===== src/rtl/control_unit.sv =====
// Multi-cycle sequencer for the d16 core: fetch, optional immediate fetch, decode,
// execute, optional memory access and writeback, with memory timeout and halt/resume.
module control_unit #(
  parameter int unsigned MEM_TIMEOUT = 255,
  parameter int unsigned TO_W        = 16
) (
  input  logic       clk,
  input  logic       rst_n,
  input  logic       mem_ready,
  input  logic       needs_imm,
  input  logic       is_mem,
  input  logic       is_store,
  input  logic       should_branch,
  input  logic       alu_write,
  input  logic       halt_req,
  input  logic       resume,
  output logic [2:0] state,
  output logic       en_fetch,
  output logic       en_decode,
  output logic       en_alu,
  output logic       mem_req,
  output logic       mem_we,
  output logic       pc_inc,
  output logic       pc_load,
  output logic       rd_write,
  output logic       halted,
  output logic       bus_error
);

  typedef enum logic [2:0] {
    S_FETCH     = 3'd0,
    S_FETCH_IMM = 3'd1,
    S_DECODE    = 3'd2,
    S_EXECUTE   = 3'd3,
    S_MEM       = 3'd4,
    S_WRITEBACK = 3'd5,
    S_HALT      = 3'd6
  } state_t;

  localparam logic [TO_W-1:0] TO_LIMIT = TO_W'(MEM_TIMEOUT);

  state_t          cur_state;
  state_t          nxt_state;
  logic [TO_W-1:0] to_cnt;
  logic [TO_W-1:0] to_cnt_nxt;
  logic            lat_is_mem;
  logic            lat_is_store;
  logic            lat_branch;
  logic            lat_alu_write;
  logic            halt_pending;
  logic            halt_pending_nxt;
  logic            wait_state;
  logic            timed_out;

  assign state  = cur_state;
  assign halted = (cur_state == S_HALT);

  // States that hold a memory request open and are subject to the timeout.
  always_comb begin
    wait_state = (cur_state == S_FETCH) || (cur_state == S_FETCH_IMM) ||
                 (cur_state == S_MEM);
    timed_out  = wait_state && !mem_ready && (to_cnt == TO_LIMIT);
  end

  always_comb begin
    to_cnt_nxt = '0;
    if (wait_state && !mem_ready && !timed_out) begin
      to_cnt_nxt = to_cnt + TO_W'(1);
    end
  end

  // Next-state and strobe decode; strobes are forced low while reset is held.
  always_comb begin
    nxt_state = cur_state;
    en_fetch  = 1'b0;
    en_decode = 1'b0;
    en_alu    = 1'b0;
    mem_req   = 1'b0;
    mem_we    = 1'b0;
    pc_inc    = 1'b0;
    pc_load   = 1'b0;
    rd_write  = 1'b0;

    case (cur_state)
      S_FETCH: begin
        en_fetch = 1'b1;
        mem_req  = 1'b1;
        if (mem_ready) begin
          pc_inc    = 1'b1;
          nxt_state = S_DECODE;
        end
      end
      S_FETCH_IMM: begin
        mem_req = 1'b1;
        if (mem_ready) begin
          pc_inc    = 1'b1;
          nxt_state = S_EXECUTE;
        end
      end
      S_DECODE: begin
        en_decode = 1'b1;
        nxt_state = needs_imm ? S_FETCH_IMM : S_EXECUTE;
      end
      S_EXECUTE: begin
        en_alu    = 1'b1;
        nxt_state = is_mem ? S_MEM : S_WRITEBACK;
      end
      S_MEM: begin
        mem_req = 1'b1;
        mem_we  = lat_is_mem && lat_is_store;
        if (mem_ready) begin
          nxt_state = S_WRITEBACK;
        end
      end
      S_WRITEBACK: begin
        rd_write  = lat_alu_write;
        pc_load   = lat_branch;
        nxt_state = (halt_pending || halt_req) ? S_HALT : S_FETCH;
      end
      S_HALT: begin
        nxt_state = resume ? S_FETCH : S_HALT;
      end
      default: begin
        nxt_state = S_FETCH;
      end
    endcase

    if (timed_out) begin
      nxt_state = S_HALT;
    end

    if (!rst_n) begin
      en_fetch  = 1'b0;
      en_decode = 1'b0;
      en_alu    = 1'b0;
      mem_req   = 1'b0;
      mem_we    = 1'b0;
      pc_inc    = 1'b0;
      pc_load   = 1'b0;
      rd_write  = 1'b0;
    end
  end

  // A pending halt is consumed by entering HALT; otherwise it accumulates requests.
  always_comb begin
    halt_pending_nxt = halt_pending || halt_req;
    if (nxt_state == S_HALT) begin
      halt_pending_nxt = 1'b0;
    end
  end

  always_ff @(posedge clk or negedge rst_n) begin
    if (!rst_n) begin
      cur_state <= S_FETCH;
    end else begin
      cur_state <= nxt_state;
    end
  end

  always_ff @(posedge clk or negedge rst_n) begin
    if (!rst_n) begin
      to_cnt        <= '0;
      bus_error     <= 1'b0;
      halt_pending  <= 1'b0;
      lat_is_mem    <= 1'b0;
      lat_is_store  <= 1'b0;
      lat_branch    <= 1'b0;
      lat_alu_write <= 1'b0;
    end else begin
      to_cnt       <= to_cnt_nxt;
      halt_pending <= halt_pending_nxt;
      if (timed_out) begin
        bus_error <= 1'b1;
      end
      if (cur_state == S_EXECUTE) begin
        lat_is_mem    <= is_mem;
        lat_is_store  <= is_store;
        lat_branch    <= should_branch;
        lat_alu_write <= alu_write;
      end
    end
  end

  // PC strobes are mutually exclusive and requests only come from memory states.
  a_pc_excl: assert property (@(posedge clk) disable iff (!rst_n) !(pc_inc && pc_load));
  a_req_src: assert property (@(posedge clk) disable iff (!rst_n) mem_req |-> wait_state);

endmodule


===== config.mk =====
export PLATFORM = sky130hd
export DESIGN_NAME = control_unit
export DESIGN_NICKNAME = d
export VERILOG_FILES = /design/src/rtl/control_unit.sv
export SDC_FILE = /design/constraint.sdc
export NUM_CORES = 1
export LEC_CHECK = 0
export BUFFER_PORTS_ARGS = -buffer_cell sky130_fd_sc_hd__clkbuf_2
export CORE_ASPECT_RATIO = 1.5
export CORE_MARGIN = 2
export CORE_UTILIZATION = 30
export CTS_BUF_LIST = sky130_fd_sc_hd__clkbuf_4 sky130_fd_sc_hd__clkbuf_8
export CTS_CLUSTER_DIAMETER = 120
export DETAILED_ROUTE_END_ITERATION = 8
export PLACE_DENSITY_LB_ADDON = 0.08
export SKIP_CTS_REPAIR_TIMING = 1
export SLEW_MARGIN = 10
export SYNTH_ARGS = -nofsm -noshare
export SYNTH_HDL_FRONTEND = slang
export SYNTH_SLANG_ARGS = --single-unit

===== constraint.sdc =====
create_clock -name clk -period 5.5 [get_ports clk]
set_clock_uncertainty 0.05 [all_clocks]
set_input_delay 0.55 -clock clk [delete_from_list [all_inputs] [get_ports clk]]
set_output_delay 0.55 -clock clk [all_outputs]
set_load 0.02 [all_outputs]

## After elaboration in Yosys (flattened, before gate mapping)

Index checks and enable logic that the tools add are counted.

- Add/sub/neg operators: 1
- Equal/unequal tests: 8
- Mux-type cells: 28
- Reduce and logical (&&, ||, !) cells: 12

Operators by type and width:

| kind | number |
|---|---|
| case mux 3 bit (7 select lines) | 1 |
| two-way mux 1 bit | 19 |
| two-way mux 3 bit | 6 |
| adder 16 x 1 -> 16 bit (second input constant) | 1 |
| == test 16 x 8 -> 1 bit (second input constant) | 1 |
| two-way mux 16 bit | 1 |
| == test 3 bit (second input constant) | 4 |
| == test 3 x 2 -> 1 bit (second input constant) | 2 |
| logical AND 1 bit | 4 |
| == test 3 x 1 -> 1 bit (second input constant) | 1 |
| logical NOT 3 bit | 1 |
| logical OR 1 bit | 3 |
| OR reduction 3 bit | 1 |
| logical NOT 1 bit | 2 |
| two-way mux 2 bit | 1 |
| OR reduction 2 bit | 1 |

- Register bits after elaboration: 25
- Output and inout port bits: 13

## Longest topological paths before layout

Gate-level depths: netlist (run 1).

- Word-level depth: 8
- Mapped depth: 6

## Worst setup path before layout (run 1)

No wires, ideal clock.

- Path kind: register to output
- From: register cur_state[2], in the netlist state[2]
- To: output pc_inc
- Arrival time: 1.398 ns
- Slack: 3.502 ns
- Cell stages (with the launch flop): 3
- Path buffers: 1
- Cells stage by stage: dfrtp_1 > clkbuf_1 > nor4_1

- Word-level cells in the longest chain between the ends: 4
- Elaborated cells on any way between the ends: 5
- Those cells by class: eq/ne: 1; mux: 2; reduce/logical: 2

RTL lines:

| what | RTL line | source |
|---|---|---|
| from (decl) | 42 | `state_t cur_state;` |
| from (signal assigned) | 156 | `cur_state <= nxt_state;` |
| == test 3 x 1 -> 1 bit or logical NOT 3 bit (tied branches) | 84 | `case (cur_state)` |
| OR reduction 2 bit (no line) * | -- |  |
| two-way mux 1 bit * | -- |  |
| two-way mux 1 bit * | 132 | `if (!rst_n) begin` |
| to (decl) | 23 | `output logic pc_inc,` |

Mark *: on every way between the ends. The rest lies on a longest branch, timed or not.

## Worst setup path after layout (run 1)

- From: input rst_n
- To: output pc_load

- Word-level cells in the longest chain between the ends: 1

RTL lines:

| what | RTL line | source |
|---|---|---|
| from (decl) | 8 | `input logic rst_n,` |
| two-way mux 1 bit | 132 |  |
| to (decl) | 24 | `output logic pc_load,` |

Every way passes these cells.

==> flow_summary.ini, run 1 <==
[run_status]
status = finished, final reports clean

[die]
die_w_um = 57.6
die_h_um = 84.4
initial_core_util_pct = 30.9
io_pins = 23
dieArea_sq_um = 4860
rows = 29
fp.coreArea_sq_um = 4170

[pwr]
clkPwrFrac_pct = 20.4
power_frac_comb_pct = 32.0
p_sw_share_pct = 37.5
peakVddDrop_mv = 0.190
power.density_nw_per_um2 = 375
p_seq_share_pct = 47.6
p_leak_nw = 0.653
internal_power_w = 0.000349
switchingPower_w = 0.000209
power.total_w = 0.000558

[worst_setup_path]
cp_max_fo = 27
worstRegToRegCells = 4
arrival_ps = 1750
rrSetupSlack_ps = 3330
critPathMaxStageDelay_ps = 510
cp.required_ps = 4900
cp-end-kind = output port
path_cells = clkbuf_2 > inv_1 > nor2_1 > and3_1 > clkbuf_2
crit_type = primary input to output port
r2r-start = to_cnt[10]$_DFF_PN0_
startpoint_type = primary input
cpMaxStageDelayCell = clkbuf_2
crit-reg2reg-capture = to_cnt[15]$_DFF_PN0_
critPathMostFrequentCell = clkbuf_2

[placed_design]
place_ws_ps = 3060
io_buffers = 22
dp.cells = 200
dp.final_hpwl_mm = 2.12
place_congestion = 0.716

[flow_run]
max_cap_viol_count = 0

[synth]
synthCells = 136
syn-cell-area_sq_um = 1290
synth_cell_types = 31
synthesis.nets = 147
ys_ff_latch = 25
synth.yosys.seq_area_share_pct = 48.4
yosys_warnings = 0
syn_avg_cell_area_sq_um = 9.49

[timing]
maxSlewHeadroom_pct = 55.7
fin_crit_ps = 2350
setup_viol = 0
rsz0062_at_grt = false
finalCritPeriodShare_pct = 42.7
setup_tns_ps = 0
tightest_slew_ps = 664
maxClockFrequency_mhz = 426
final_hold_viol_count = 0
slew_viol_final = 0
setup_ws_ps = 3150

[detailed_routing]
drtAntennaViolNets = 0
wl_per_cell_um = 13.9
drc = 0
wl_mm = 2.85
viasPerCell = 5.15
dr.first_iter.drc_count = 24
first_pass_iters = 4
routed-via-count = 1050

[final_layout]
nets = 170
diodes = 0
instances_no_fill = 204
area_growth_pct = 15.3
final_cell_mix = dfrtp_1, clkbuf_2, nor2_1
final_common_cell = dfrtp_1
drive_above_1_share_pct = 20.9

[clocking]
cts_tree = built
clk_pin_slew_ps = 90
clk_latency_ps = 260
ctsLongestPathBuffers = 2
cts_buffers = 3
htree_levels = 1
cts_root_buf = clkbuf_8
clock-sinks = 25

[global_routing]
grt-ovfl-total = 0
grt_usage_pct = 12.8
antenna_found_initial = 0
grt_pass1_wl_mm = 4.93
grt_pass1_vias = 1121
grt_max_degree = 28

[worst_hold_path]
hp-class = primary input to asynchronous set/reset pin
## synthesized netlist by cell type
library cell  instances  area (sq um)
o22ai_1               1          6.26
and3_1                3          18.8
nand3_1               8          40.0
clkbuf_1              3          11.3
and3_2                1          7.51
or3_1                 2          12.5
and2_1                3          18.8
or2_4                 1          8.76
ha_1                  1          12.5
o21ai_0               4          20.0
nand2b_1              5          31.3
dfrtp_1              25           626
o221ai_1              1          8.76
nor2_1               21          78.8
or4_1                 2          15.0
and4_1                2          17.5
xnor2_1               7          61.3
buf_4                 1          7.51
a21oi_1               3          15.0
or4_4                 1          11.3
nor3_1                5          25.0
o32ai_1               1          8.76
mux2_2                4          45.0
nor3b_1               1          7.51
xor2_1                6          52.6
a21boi_0              1          7.51
nor4_1                4          25.0
and2_0                1          6.26
inv_1                 4          15.0
nand4_1               7          43.8
nand2_1               7          26.3
## power groups by stage
stage	clock network, W	logic [W]	registers (W)
global placement	0	0.000179	0.000269
CTS	0.000120	0.000184	0.000266
detailed placement	0	0.000183	0.000269
global route	0.000128	0.000198	0.000272
finish	0.000114	0.000179	0.000266
floorplan	0	0.000141	0.000253
## registers in the layout, indices dropped and copies added (netlist names)
name and cells:
to_cnt 16, state 3, bus_error 1, halt_pending 1, lat_alu_write 1, lat_branch 1, lat_is_mem 1, lat_is_store 1
## routing by layer
metal  track usage, %  share of wire (%)  vias up
li1                 -                  -      520
met1             14.1                 43      511
met2             23.9                 52       17
met3             2.31                3.2        2
met4             4.44                1.0        0
met5                0                  0        -
## worst max-delay path by stage
stage / cells after the start / end / slack (ps) / start
floorplan: 2 / pc_inc / 3500 / state[2]$_DFF_PN0_
global placement: 5 / rd_write / 3110 / rst_n
detailed placement: 5 / pc_load / 3060 / rst_n
CTS: 5 / pc_load / 3070 / rst_n
global route: 5 / rd_write / 2970 / rst_n
finish: 5 / pc_load / 3150 / rst_n
## cell type report
| class | count | area, sq um |
|---|---|---|
| fill | 441 | 2680 |
| multi-input combinational | 103 | 632 |
| sequential | 25 | 626 |
| timing repair buffer | 22 | 110 |
| tap | 46 | 57.6 |
| clock buffer | 4 | 48.8 |
| inverter | 4 | 15.0 |
## critical path: cells and delay by family
family | cells | cell delay (ps)
simple gates | 2 | 330
buf+inv | 3 | 850
## through the flow
step | utilization [%] | cell area [sq um] | hold WS, ps
after global routing | 35.7 | 1490 | 297
final | 35.7 | 1490 | 250
after floorplan | - | 1290 | 204
after CTS | 35.7 | 1490 | 280
after global placement | 34.5 | 1440 | 401
after detailed placement | 34.5 | 1440 | 408
## cells by family (layout without fill, tap and decap cells)
logic type	Yosys count	in the layout	share of synthesized area, %
simple gates	74	74	30.5
fa+ha+maj	1	1	0.969
xor+xnor	13	13	8.82
mux	4	4	3.49
compound gates	11	11	5.14
flops	25	25	48.4
buf+inv	8	30	2.62
Note: power is estimated with default switching activity, not from simulation.
==> inputs of run 2 (changes only) <==
- ABC_AREA: unset -> 1
- clock period: 5.5 -> 2.2 ns (I/O delays scaled with it)
==> run 2 against run 1 <==
Compared with the run above: non-clock buffer count grew 2; combinational power grew to 2.8 times the previous value; routed wire length grew 9.1%; critical path depth is the same; die area grew 9.4%; clock-buffer cell count is the same.
==> flow_summary.ini, run 2 <==
[die]
die_h_um = 88.3
rows = 30
die_w_um = 60.2
io_pins = 23
fp.coreArea_sq_um = 4540
initial_core_util_pct = 31.3
dieArea_sq_um = 5310

[timing]
rsz0062_at_grt = false
maxClockFrequency_mhz = 545
tightest_slew_ps = 360
setup_viol = 0
fin_crit_ps = 1840
maxSlewHeadroom_pct = 76.0
finalCritPeriodShare_pct = 83.4
hold_ws_ps = 129
slew_viol_final = 0
setup_tns_ps = 0
final_hold_viol_count = 0

[synth]
synth_xor_area_share_pct = 4.32
synth_fa_ha_area_share_pct = 0.881
synth_common_cells = nand2_1, nor2_1, inv_1
synth_mux_area_share_pct = 0.793
yosys_warnings = 0
synth_top_family_by_area = simple AND/OR/NAND/NOR gates
synthArstFlopShare_pct = 100
synthCells = 186
synth-compound-area-share_pct = 2.38
ys.flop_type = dfrtp_1
synth.yosys.seq_area_share_pct = 44.1
ys_ff_latch = 25
post-synth-top-area-cell = dfrtp_1
synthesis.nets = 197
synth.top_cells.by_area = dfrtp_1, nand2_1, nor2_1
syn_avg_cell_area_sq_um = 7.64
syn-cell-area_sq_um = 1420
synth_cell_types = 25
synth.most_common_cell = nand2_1
synth_top_area_share_pct = 44.1
synth_edf_count = 0
synth_simple_gate_area_share_pct = 37.5

[pwr]
p_leak_nw = 0.815
clkPwrFrac_pct = 20.5
switchingPower_w = 0.000585
peakVddDrop_mv = 0.544
power_frac_comb_pct = 35.2
power.density_nw_per_um2 = 870
p_seq_share_pct = 44.4
internal_power_w = 0.000848
power.total_w = 0.00143
p_sw_share_pct = 40.8

[final_layout]
diodes = 0
nets = 223
area_growth_pct = 15.9
drive_above_1_share_pct = 19.9
final_cell_mix = nand2_1, nor2_1, inv_1
final_common_cell = nand2_1
instances_no_fill = 275
largest_register_ffs = 16
largest-register = to_cnt
fin_area_sq_um = 1650

[clocking]
cts_tree = built
clk_latency_ps = 270
ctsLongestPathBuffers = 2
cts_root_buf = clkbuf_8
clk_pin_slew_ps = 90
clock-sinks = 25
htree_levels = 1
cts_buffers = 3

[detailed_routing]
drc = 0
wl_per_cell_um = 11.3
first_pass_iters = 4
drtAntennaViolNets = 0
dr.first_iter.drc_count = 50
viasPerCell = 4.37
routed-via-count = 1203
wl_mm = 3.11

[worst_hold_path]
hp-class = primary input to flop

[global_routing]
grt_pass1_wl_mm = 5.54
grt_max_degree = 22
grt-ovfl-total = 0
grt_usage_pct = 13.7
grt_pass1_vias = 1244
antenna_found_initial = 0

[worst_setup_path]
cp_max_fo = 8
cp-end-kind = output port
crit_type = flop to output port
startpoint_type = flop
cp.required_ps = 1930
arrival_ps = 1570

[placed_design]
io_buffers = 22
dp.cells = 270
dp.final_hpwl_mm = 2.47
post_dp_cell_area_sq_um = 1590
place_congestion = 0.758

[run_status]
status = finished, final reports clean

[flow_run]
max_cap_viol_count = 0
[run 2: changes by cell type after synthesis, moves of 4 or more]
cell	previous run	this run
nand3_1	8	14
nand2_1	7	38
nand2b_1	5	0
xnor2_1	7	2
nor4_1	4	0
inv_1	4	27
nor2_1	21	36
[run 2: cell families after synthesis]
logic type                 Yosys count
and+or+nand+nor                    113
buffers and inverters               33
DFF                                 25
xor gates and xnor gates             7
AOI/OAI and AO/OA                    6
muxes                                1
adders and majority gates            1
[run 2: final cells by class]
type | instances | area [sq um]
fillers | 488 | 2900
multi-input cells | 128 | 652
flip-flops and latches | 25 | 626
repair buffers | 24 | 128
inverters | 30 | 113
well taps | 64 | 80.1
clock buffers | 4 | 48.8
[run 2: final timing paths]
check | startpoint | end | slack, ps | depth (start not counted)
setup / recovery | state[0]$_DFF_PN0_ | rd_write | 360 | 5
hold / removal | is_store | lat_is_store$_DFFE_PN0N_ | 130 | 2
setup reg to reg | to_cnt[0]$_DFF_PN0_ | to_cnt[10]$_DFF_PN0_ | 680 | 6
hold reg to reg | to_cnt[0]$_DFF_PN0_ | to_cnt[0]$_DFF_PN0_ | 420 | 1
max in group asynchronous | rst_n | to_cnt[7]$_DFF_PN0_ | 1240 | 3
min in group asynchronous | rst_n | lat_is_store$_DFFE_PN0N_ | 310 | 2
[run 2: worst max-delay path, cell delays in order, from the launching register on]
cell	delay [ps]
dfrtp_1	530
inv_1	170
nor2_1	150
nand3_1	130
nor2_1	130
clkbuf_2	180
[run 2: layer usage]
metal	track usage [%]	vias up	part of all wire [%]
li1	-	624	-
met1	16.1	553	42
met2	24.9	21	54
met3	1.90	5	2.5
met4	4.85	0	1.7
met5	0	-	0
[run 2: power by group through the flow]
stage	clock network (W)	logic (W)	registers, W
2_1_floorplan	0	0.000416	0.000625
6_report	0.000293	0.000503	0.000636
3_5_place_dp	0	0.000515	0.000648
4_1_cts	0.000304	0.000515	0.000638
5_1_grt	0.000327	0.000577	0.000650
3_3_place_gp	0	0.000511	0.000646
[run 2: stage by stage]
| step | worst slack, ps | utilization [%] |
|---|---|---|
| floorplan | 696 | - |
| global placement | 632 | 35.0 |
| detailed placement | 638 | 35.0 |
| CTS | 320 | 36.0 |
| global route | 231 | 36.3 |
| finish | 364 | 36.3 |
==> inputs of run 3 (changes only) <==
- clock period: 2.2 -> 1.7 ns (I/O delays scaled with it)
==> run 3 against run 2 <==
Compared with the run above: combinational power grew 48%; critical path depth shrank 1; clock power grew 28%; register-to-register slack lost 500 ps; flip-flop and latch count is the same; setup slack lost 240 ps; sequential power grew 28%; final cell count grew 1.1%.
==> flow_summary.ini, run 3 (same netlist as run 2, synthesis figures left out) <==
[global_routing]
antenna_found_initial = 0
grt_pass1_vias = 1283
grt_pass1_wl_mm = 5.62
grt-ovfl-total = 0
grt_usage_pct = 14.1
grt_max_degree = 22

[placed_design]
dp.final_hpwl_mm = 2.60
place_congestion = 0.740
post_dp_cell_area_sq_um = 1600
io_buffers = 22

[detailed_routing]
wl_per_cell_um = 12.1
dr.first_iter.drc_count = 65
viasPerCell = 4.49
wl_mm = 3.35
drtAntennaViolNets = 0
routed-via-count = 1247
first_pass_iters = 4
drc = 0

[die]
rows = 30
io_pins = 23
die_h_um = 88.3
fp.coreArea_sq_um = 4540
dieArea_sq_um = 5310
initial_core_util_pct = 31.3
die_w_um = 60.2

[worst_setup_path]
cp.required_ps = 1480
crit_type = flop to output port
startpoint_type = flop
worstRegToRegCells = 6
cp_max_fo = 9
crit-reg2reg-capture = to_cnt[14]$_DFF_PN0_
arrival_ps = 1350
cp-end-kind = output port
r2r-start = to_cnt[0]$_DFF_PN0_
rrSetupSlack_ps = 180

[clocking]
htree_levels = 1
cts_root_buf = clkbuf_8
clock-sinks = 25
clk_latency_ps = 270
cts_tree = built
ctsLongestPathBuffers = 2
cts_buffers = 3
clk_pin_slew_ps = 90

[final_layout]
largest-register = to_cnt
nFillCells = 513
final_common_cell = nand2_1
final_cell_mix = nand2_1, nor2_1, inv_1
drive_above_1_share_pct = 22.0
diodes = 0
area_growth_pct = 18.4
largest_register_ffs = 16
fin_area_sq_um = 1680
nets = 226

[timing]
finalCritPeriodShare_pct = 92.6
maxSlewHeadroom_pct = 80.8
fin_crit_ps = 1570
setup_viol = 0
rsz0062_at_grt = false
tightest_slew_ps = 288
setup_tns_ps = 0
slew_viol_final = 0
maxClockFrequency_mhz = 636
final_hold_viol_count = 0

[pwr]
switchingPower_w = 0.000792
power_frac_comb_pct = 38.5
p_leak_nw = 0.827
p_sw_share_pct = 41.0
power.density_nw_per_um2 = 1150
peakVddDrop_mv = 0.502
clkPwrFrac_pct = 19.4
internal_power_w = 0.00114
p_seq_share_pct = 42.1

[flow_run]
max_cap_viol_count = 0

[worst_hold_path]
hold_start = is_store
hold_end = lat_is_store$_DFFE_PN0N_
hp-class = primary input to flop
min_path_cells = 2

[run_status]
status = finished, final reports clean
## run 3: changes by cell type in the layout (fill, tap and decap cells not counted), sizes merged
cell / delta
buf: +2
dlygate4sd3: +1
## run 3: worst max-delay path by stage
stage,slack [ps],from,endpoint,depth (start not counted)
2_1_floorplan,250,state[1]$_DFF_PN0_,en_decode,3
3_3_place_gp,190,to_cnt[0]$_DFF_PN0_,to_cnt[10]$_DFF_PN0_,6
3_5_place_dp,140,to_cnt[0]$_DFF_PN0_,to_cnt[10]$_DFF_PN0_,6
4_1_cts,2,state[1]$_DFF_PN0_,rd_write,4
5_1_grt,10,to_cnt[0]$_DFF_PN0_,to_cnt[10]$_DFF_PN0_,6
6_report,130,state[1]$_DFF_PN0_,mem_we,4
## run 3: metal layers
metal,GRT usage (%),share of wire [%],wire (um)
met5,0,0,0
met4,6.46,2.6,87
met3,1.90,3.4,115
met2,27.0,56,1880
met1,14.5,38,1270
## run 3: stage by stage
step / worst slack [ps] / hold WS [ps] / std cells / power [W] / util [%]
after floorplan: 246 / -176 / 186 / 0.00135 / -
after global placement: 187 / -9.60 / 271 / 0.00152 / 35.1
after detailed placement: 138 / 2.36 / 271 / 0.00154 / 35.1
after CTS: 1.74 / -293 / 275 / 0.00192 / 36.2
after global routing: 12.1 / 88.5 / 278 / 0.00207 / 37.0
final: 127 / 83.4 / 278 / 0.00193 / 37.0
## run 3: power groups by stage
stage          sequential [W]  clock, W  combinational, W
2_1_floorplan        0.000809         0          0.000538
3_3_place_gp         0.000816         0          0.000704
3_5_place_dp         0.000823         0          0.000718
4_1_cts              0.000812  0.000391          0.000721
5_1_grt              0.000829  0.000414          0.000828
6_report             0.000814  0.000374          0.000744
## run 3: cell type report
type	instances	area, sq um	area share [%]
sequential	25	628	37.4
multi-input combinational	128	659	39.2
timing repair buffer	27	153	9.08
inverter	30	113	6.70
clock buffer	4	48.8	2.90
tap	64	80.1	4.76
## run 3: critical path, stage by stage, from the launching register on
cell	delay, ps
dfrtp_2	500
inv_1	170
nand3_1	120
nor2_1	110
clkbuf_2	180
